==> src/rtl/rc4_pkg.sv <==
// Shared RC4 definitions: state encoding, table/key sizes and key byte selection.
package rc4_pkg;

   localparam int S_SIZE    = 256;
   localparam int KEY_BYTES = 3;

   // bit0 drives the S RAM write enable, bit3 is the finished flag.
   typedef enum logic [7:0] {
      AWAIT_START = 8'h00,
      INIT        = 8'h11,
      READ_SI     = 8'h20,
      COMPUTE_J   = 8'h40,
      READ_SJ     = 8'h60,
      WRITE_SI    = 8'h81,
      WRITE_SJ    = 8'hA1,
      FINISHED    = 8'h08
   } state_t;

   // Byte 0 of the key is the most significant byte.
   function automatic logic [7:0] key_byte(input logic [8*KEY_BYTES-1:0] key,
                                           input logic [1:0] kidx);
      logic [7:0] b;
      b = 8'h00;
      for (int k = 0; k < KEY_BYTES; k++) begin
         if (kidx == k[1:0]) b = key[8*KEY_BYTES-1-8*k -: 8];
      end
      return b;
   endfunction

endpackage

==> src/rtl/trap_edge.sv <==
// Rising-edge detector: one-cycle pulse when level goes from low to high.
module trap_edge (
   input  logic clk,
   input  logic reset,
   input  logic level,
   output logic pulse
);

   logic level_q;

   always_ff @(posedge clk or posedge reset) begin
      if (reset) level_q <= 1'b0;
      else       level_q <= level;
   end

   assign pulse = level & ~level_q;

endmodule

==> src/rtl/key_scheduler.sv <==
// RC4 key-scheduling (KSA) over a shared synchronous-read S RAM.
// Define KSA_DEBUG_TAPS_EN to expose iTap/jTap/stateTap/wrenTap.
module key_scheduler
   import rc4_pkg::*;
#(
   parameter int RAM_WIDTH  = 8,
   parameter int RAM_LENGTH = 8,
   parameter int KEY_LENGTH = 3,
   parameter int KEY_WIDTH  = 24
) (
   input  logic                  clk,
   input  logic                  reset,
   input  logic                  start,
   input  logic [KEY_WIDTH-1:0]  secret_key,
   input  logic [RAM_WIDTH-1:0]  sOut,
   output logic [RAM_WIDTH-1:0]  sIn,
   output logic [RAM_LENGTH-1:0] sAddr,
   output logic                  sWren,
`ifdef KSA_DEBUG_TAPS_EN
   output logic [7:0]            iTap,
   output logic [7:0]            jTap,
   output logic [7:0]            stateTap,
   output logic                  wrenTap,
`endif
   output logic                  finished
);

   state_t                state, state_next;
   logic [RAM_LENGTH-1:0] i, j, j_new;
   logic [RAM_WIDTH-1:0]  si, sj;
   logic [1:0]            kidx;
   logic [KEY_WIDTH-1:0]  key_q;
   logic                  start_sig;
   logic                  launch;

   trap_edge u_start_edge (
      .clk   (clk),
      .reset (reset),
      .level (start),
      .pulse (start_sig)
   );

   assign launch = start_sig && (state == AWAIT_START || state == FINISHED);
   assign j_new  = j + RAM_LENGTH'(sOut) + RAM_LENGTH'(key_byte(key_q, kidx));

   always_ff @(posedge clk or posedge reset) begin
      if (reset) state <= AWAIT_START;
      else       state <= state_next;
   end

   always_comb begin
      state_next = state;
      sAddr      = '0;
      sIn        = '0;
      case (state)
         AWAIT_START: if (start_sig) state_next = INIT;
         INIT: begin
            sAddr = i;
            sIn   = RAM_WIDTH'(i);
            if (i == '1) state_next = READ_SI;
         end
         READ_SI: begin
            sAddr      = i;
            state_next = COMPUTE_J;
         end
         COMPUTE_J: begin
            // Address S[j] with the updated j so its data lands in READ_SJ.
            sAddr      = j_new;
            state_next = READ_SJ;
         end
         READ_SJ: state_next = WRITE_SI;
         WRITE_SI: begin
            sAddr      = i;
            sIn        = sj;
            state_next = WRITE_SJ;
         end
         WRITE_SJ: begin
            sAddr      = j;
            sIn        = si;
            state_next = (i == '1) ? FINISHED : READ_SI;
         end
         FINISHED: if (start_sig) state_next = INIT;
         default:  state_next = AWAIT_START;
      endcase
   end

   assign sWren    = state[0];
   assign finished = state[3];

   always_ff @(posedge clk or posedge reset) begin
      if (reset) begin
         i     <= '0;
         j     <= '0;
         kidx  <= '0;
         si    <= '0;
         sj    <= '0;
         key_q <= '0;
      end else if (launch) begin
         key_q <= secret_key;
         i     <= '0;
         j     <= '0;
         kidx  <= '0;
      end else begin
         case (state)
            INIT: i <= i + 1'b1;
            COMPUTE_J: begin
               si <= sOut;
               j  <= j_new;
            end
            READ_SJ: sj <= sOut;
            WRITE_SJ: begin
               i    <= i + 1'b1;
               kidx <= (kidx == 2'(KEY_LENGTH - 1)) ? 2'd0 : kidx + 2'd1;
            end
            default: ;
         endcase
      end
   end

`ifdef KSA_DEBUG_TAPS_EN
   assign iTap     = 8'(i);
   assign jTap     = 8'(j);
   assign stateTap = state;
   assign wrenTap  = sWren;
`endif

endmodule
==> config.mk <==
export PLATFORM = sky130hd
export DESIGN_NAME = key_scheduler
export DESIGN_NICKNAME = d
export VERILOG_FILES = /design/src/rtl/rc4_pkg.sv /design/src/rtl/trap_edge.sv /design/src/rtl/key_scheduler.sv
export SDC_FILE = /design/constraint.sdc
export NUM_CORES = 1
export LEC_CHECK = 0
export ABC_AREA = 1
export BUFFER_PORTS_ARGS = -buffer_cell sky130_fd_sc_hd__buf_2
export CORE_ASPECT_RATIO = 2
export CORE_MARGIN = 3
export CORE_UTILIZATION = 40
export DETAILED_ROUTE_END_ITERATION = 10
export HOLD_SLACK_MARGIN = 0.03
export PLACE_DENSITY = 0.7
export SLEW_MARGIN = 20
export SYNTH_ARGS = -nofsm -noshare
export SYNTH_HDL_FRONTEND = slang
export SYNTH_SLANG_ARGS = --single-unit
==> constraint.sdc <==
create_clock -name clk -period 3.75 [get_ports clk]
set_clock_uncertainty 0.1 [all_clocks]
set_input_delay 0.1875 -clock clk [delete_from_list [all_inputs] [get_ports clk]]
set_output_delay 0.1875 -clock clk [all_outputs]
set_load 0.01 [all_outputs]
Word level (Yosys, flattened, before mapping) --
Index checks and enable logic that the tools add are counted.
Storage, ports and cells: register bits 67, input port bits 35, output and inout bits 18, word-level logic and storage cells 56
Cells by class: add/subtract/negate cells 4, eq/ne operators 12, multiplexer cells 16, bitwise logic cells 3, reduce and logical (&&, ||, !) cells 13
Operators by type and width (count):
- $mux W8 | 9
- $pmux W8 S7 | 1
- $pmux W8 S3 | 2
- $eq A8 B8 Y1 const B | 3
- $add A8 B8 Y8 | 2
- $eq A8 B7 Y1 const B | 2
- $add A8 B1 Y8 const B | 1
- $eq A8 B4 Y1 const B | 1
- $eq A8 B5 Y1 const B | 1
- $eq A8 B6 Y1 const B | 1
- $logic_not A8 Y1 | 1
- $mux W2 | 3
- $mux W6 | 1
- $reduce_and A2 Y1 | 3
- $reduce_bool A2 Y1 | 3
- $reduce_or A2 Y1 | 2
- $reduce_or A3 Y1 | 1
- $add A2 B1 Y2 const B | 1
- $eq A2 B1 Y1 const B | 1
- $eq A2 B2 Y1 const B | 1
- $logic_not A2 Y1 | 1
- $ne A2 B1 Y1 const B | 1
- $ne A2 B2 Y1 const B | 1
- $not A1 Y1 | 2
- 3 further kinds | 3

Longest topological paths before layout --
depth after elaboration 7, mapped depth 16, mapped depth without buffers 16

Cells and area by module --
A second synthesis with hierarchy kept.
Unflattened totals: cell total of the unflattened synthesis 454, area total of the unflattened synthesis 3606.0 sq um
Modules (own cells, without submodules):
- key_scheduler | instances 1, cells each 450, area each 3567.2 sq um, seq. area each 1601.5 sq um
- trap_edge | instances 1, cells each 4, area each 38.8 sq um, seq. area each 25.0 sq um

Worst setup path before layout --
No wires, ideal clock.
path kind flip-flop to output port, from register kidx[0], to output port sAddr[7], data arrival time 2552 ps, data required time 3462 ps, path slack 910 ps, stages on the path, launching flop included 14, path buffers 0, path through dfrtp_1 -> inv_1 -> nor2_1 -> a221oi_1 -> fa_1 -> inv_1 -> ha_1 -> inv_1 -> fa_1 -> nor3_1 -> nor2_1 -> nand3_1 -> nand3_1 -> nand2_1
On the way: longest elaborated chain between the ends 6, elaborated cells between the ends (all ways) 8, classes of those cells 1 x add/sub; 2 x eq/ne; 4 x mux; 1 x reduce/logical
RTL lines:
- start, declared | RTL line key_scheduler.sv:31 | logic [1:0] kidx;
- start signal, assigned | RTL line key_scheduler.sv:113 | kidx <= (kidx == 2'(KEY_LENGTH - 1)) ? 2'd0 : kidx + 2'd1;
- $logic_not A2 Y1 | RTL line rc4_pkg.sv:25 | if (kidx == k[1:0]) b = key[8*KEY_BYTES-1-8*k -: 8];
- $mux W8 (2 in a row) | RTL line rc4_pkg.sv:25
- $mux W8 * | RTL line rc4_pkg.sv:25
- $add A8 B8 Y8 * | RTL line key_scheduler.sv:44 | assign j_new = j + RAM_LENGTH'(sOut) + RAM_LENGTH'(key_byte(key_q, kidx));
- $pmux W8 S3 * | RTL line key_scheduler.sv:55 | case (state)
- end, declared | RTL line key_scheduler.sv:17 | output logic [RAM_LENGTH-1:0] sAddr,
Mark *: on every way between the ends. The rest lies on a longest branch, timed or not.

Final worst setup path --
Same ends and word-level chain as after synthesis.

==> impl_metrics.json <==
{
  "status": "finished clean",
  "reg2reg_depth": 14,
  "dr.pass1.iters": 4,
  "synthFlopType": "dfrtp_1",
  "num_vias": 3354,
  "wl_per_cell_um": 14.8,
  "start_util_pct": 41.7,
  "fin_setup_tns_ps": 0,
  "numCtsBuffers": 9,
  "p_leak_uw": 0.00245,
  "path_class": "reg -> out",
  "seq_area_frac_synth_pct": 44.5,
  "drc": 0,
  "fillers": 828,
  "peakVddDrop_uv": 488,
  "hold_end": "si[4]",
  "clock_sinks": 65,
  "slew_headroom_pct": 59.2,
  "postLayoutCoreUtil_pct": 52.7,
  "first_global_vias": 3444,
  "synth-edff-count": 0,
  "path_buf_inv": 4,
  "synth_top_family_by_area": "simple AND/OR/NAND/NOR gates",
  "synthCells": 464,
  "max_freq_mhz": 283,
  "hold_depth": 3,
  "ant_nets": 0,
  "dieArea_um2": 10400,
  "rows": 48,
  "synth_adder_area_share_pct": 6.78,
  "gp_congestion": 0.907,
  "antenna_cells": 0,
  "met2_usage_pct": 37.5,
  "synth-seq-cells": 65,
  "use_met1_pct": 21.1,
  "htreeDepth": 3,
  "grt_overflow": 0,
  "yosysTopAreaCellShare_pct": 44.5,
  "multi_input_area_um2": 1700,
  "grt_max_degree": 37,
  "wl_mm": 9.70,
  "syn-num-nets": 514,
  "io_pins": 53,
  "fin_crit_sh_pct": 94.1,
  "post-place-cells": 606,
  "ys_top_cells_by_area": "dfrtp_1 45%, nand2_1 17%, inv_1 6.4%",
  "grtUsageMet3_pct": 3.78,
  "synth_top_cell_by_area": "dfrtp_1",
  "layout.nets": 599,
  "path_cells": "inv_1, nor2_1, a221oi_2, fa_1, inv_1, ha_1, inv_1, fa_1, nor3_1, nor2_1, nand3_1, nand3_1, nand2_1, buf_2",
  "coreArea_um2": 8770,
  "portBuffers": 52,
  "grt_first_pass_wirelength_mm": 16.3,
  "regArea_um2": 1630,
  "p_total_uw": 3460,
  "arrival_ps": 3240,
  "cp_max_fo": 7,
  "max_cap_violations": 0,
  "slew_violations": 0,
  "syn-cell-area_um2": 3650,
  "antenna_found_initial": 0,
  "insertion_delay_ps": 330,
  "ctsLongestPathBuffers": 2,
  "slowest_stage": "fa_1",
  "period_minus_slack_ps": 3530,
  "setup_viol": 0,
  "worst_slew_pin_slew_ps": 610,
  "stdcell_count": 654,
  "grt_usage_pct": 20.6,
  "startpoint_type": "flip-flop",
  "ys_warn_count": 0,
  "avgSynthCellArea_um2": 7.87,
  "synth-compound-area-share_pct": 9.42,
  "dieHeight_um": 141,
  "crit_top_cell": "inv_1",
  "crit_family": "adder cells",
  "reg2reg_from": "kidx[0]",
  "r2r_setup_slack_ps": 770,
  "hold_start": "sOut[4]",
  "max_stage_delay_ps": 460,
  "synthMostInstantiatedCell": "nand2_1",
  "grt-busiest-layer": "met2",
  "drive_gt1_share_pct": 17.0,
  "drt-vias-per-instance": 5.13,
  "required_ps": 3460,
  "r2r_end": "j[7]",
  "root_buffer": "clkbuf_16",
  "drtIter0Drc": 229,
  "end_kind": "output port",
  "holdCritPathClass": "in -> reg",
  "power.density_nw_per_um2": 749,
  "areaGrowthSynthToFinish_pct": 26.4,
  "detailed_place_hpwl_mm": 7.19,
  "clk_pin_slew_ps": 60,
  "yosys.area_share.simple_pct": 28.3,
  "synth_mux_area_share_pct": 0,
  "hold_viol_final": 0,
  "ys_top_cells_by_count": "166 x nand2_1, 65 x dfrtp_1, 62 x inv_1",
  "die_x_um": 73.6,
  "yosysUniqueCellTypes": 33,
  "postCtsSetupBuffers": 0,
  "tritoncts": "built",
  "synthXorXnorAreaFrac_pct": 1.68,
  "synth-async-reset-ratio_pct": 100
}
## tightest hold or removal path, delay by kind of cell
kind                   cells  cell delay (ps)
AND/OR/NAND/NOR            1               60
AO/OA/AOI/OAI              1               60
buffers and inverters      1              140
## cells by family after synthesis
kind of cell | count (synthesis)
buffers and inverters | 77
AO/OA/AOI/OAI | 58
flip-flops | 65
adder cells (fa/ha/maj) | 15
XOR/XNOR | 7
AND/OR/NAND/NOR | 242
## per-stage QoR
step / instance area (µm²) / worst slack, ps / hold WS, ps
final: 4620 / 221 / 50.6
after floorplan: 3650 / 910 / 119
after CTS: 4610 / 137 / 48.3
after global placement: 3960 / 640 / 177
after detailed placement: 3960 / 505 / 186
after global routing: 4620 / -12.6 / 82.9
## worst max path at each step
| stage | startpoint | cells past startpoint | end | slack (ps) |
|---|---|---|---|---|
| floorplan | kidx[0] | 13 | sAddr[7] | 910 |
| global placement | kidx[0] | 14 | sAddr[7] | 640 |
| detailed placement | kidx[1] | 15 | sAddr[5] | 500 |
| CTS | kidx[1] | 15 | sAddr[5] | 140 |
| global route | kidx[0] | 14 | sAddr[5] | -10 |
| finish | kidx[0] | 14 | sAddr[7] | 220 |
## cell usage in the layout, fill, tap and decap left out, types with 9 or more instances in the layout
cell	n
buf_2	52
clkbuf_16	9
dfrtp_1	63
dlygate4sd3_1	32
inv_1	61
nand2_1	166
nand3_1	31
nor2_1	20
o21ai_0	31
o221ai_1	10
## layout make-up
| cell class | count | share of cell area [%] |
|---|---|---|
| multi-input cells | 322 | 36.7 |
| flip-flops and latches | 65 | 35.3 |
| repair buffers | 85 | 12.7 |
| inverters | 66 | 5.47 |
| clock buffers | 10 | 5.17 |
| well taps | 100 | 2.71 |
| clock inverters | 6 | 1.92 |
## flip-flops by register name, summed over array words and instances, names as in the netlist
register / count
key_q: 24
i: 8
j: 8
si: 8
sj: 8
state: 6
kidx: 2
u_start_edge.level_q: 1
## power by group
group / total, µW / internal, µW / switching [µW]
Combinational: 1430 / 537 / 892
Clock: 908 / 600 / 308
Sequential: 1120 / 960 / 163
Total: 3460 / 2100 / 1360
## what timing repair did
item | in CTS | in global routing
hold buffers | 32 | 0
resized for setup | 0 | 4
endpoints found under the hold margin | 60 | 0
endpoints found under the setup margin | 0 | 3
## layer usage
metal | vias to the layer above | wire, µm | share of wire (%)
met1 | 1578 | 3430 | 35
met4 | 0 | 481 | 5.0
met5 | - | 0 | 0
met2 | 102 | 5430 | 56
li1 | 1641 | - | -
met3 | 33 | 361 | 3.7
Note: power is estimated with default switching activity, not from simulation.
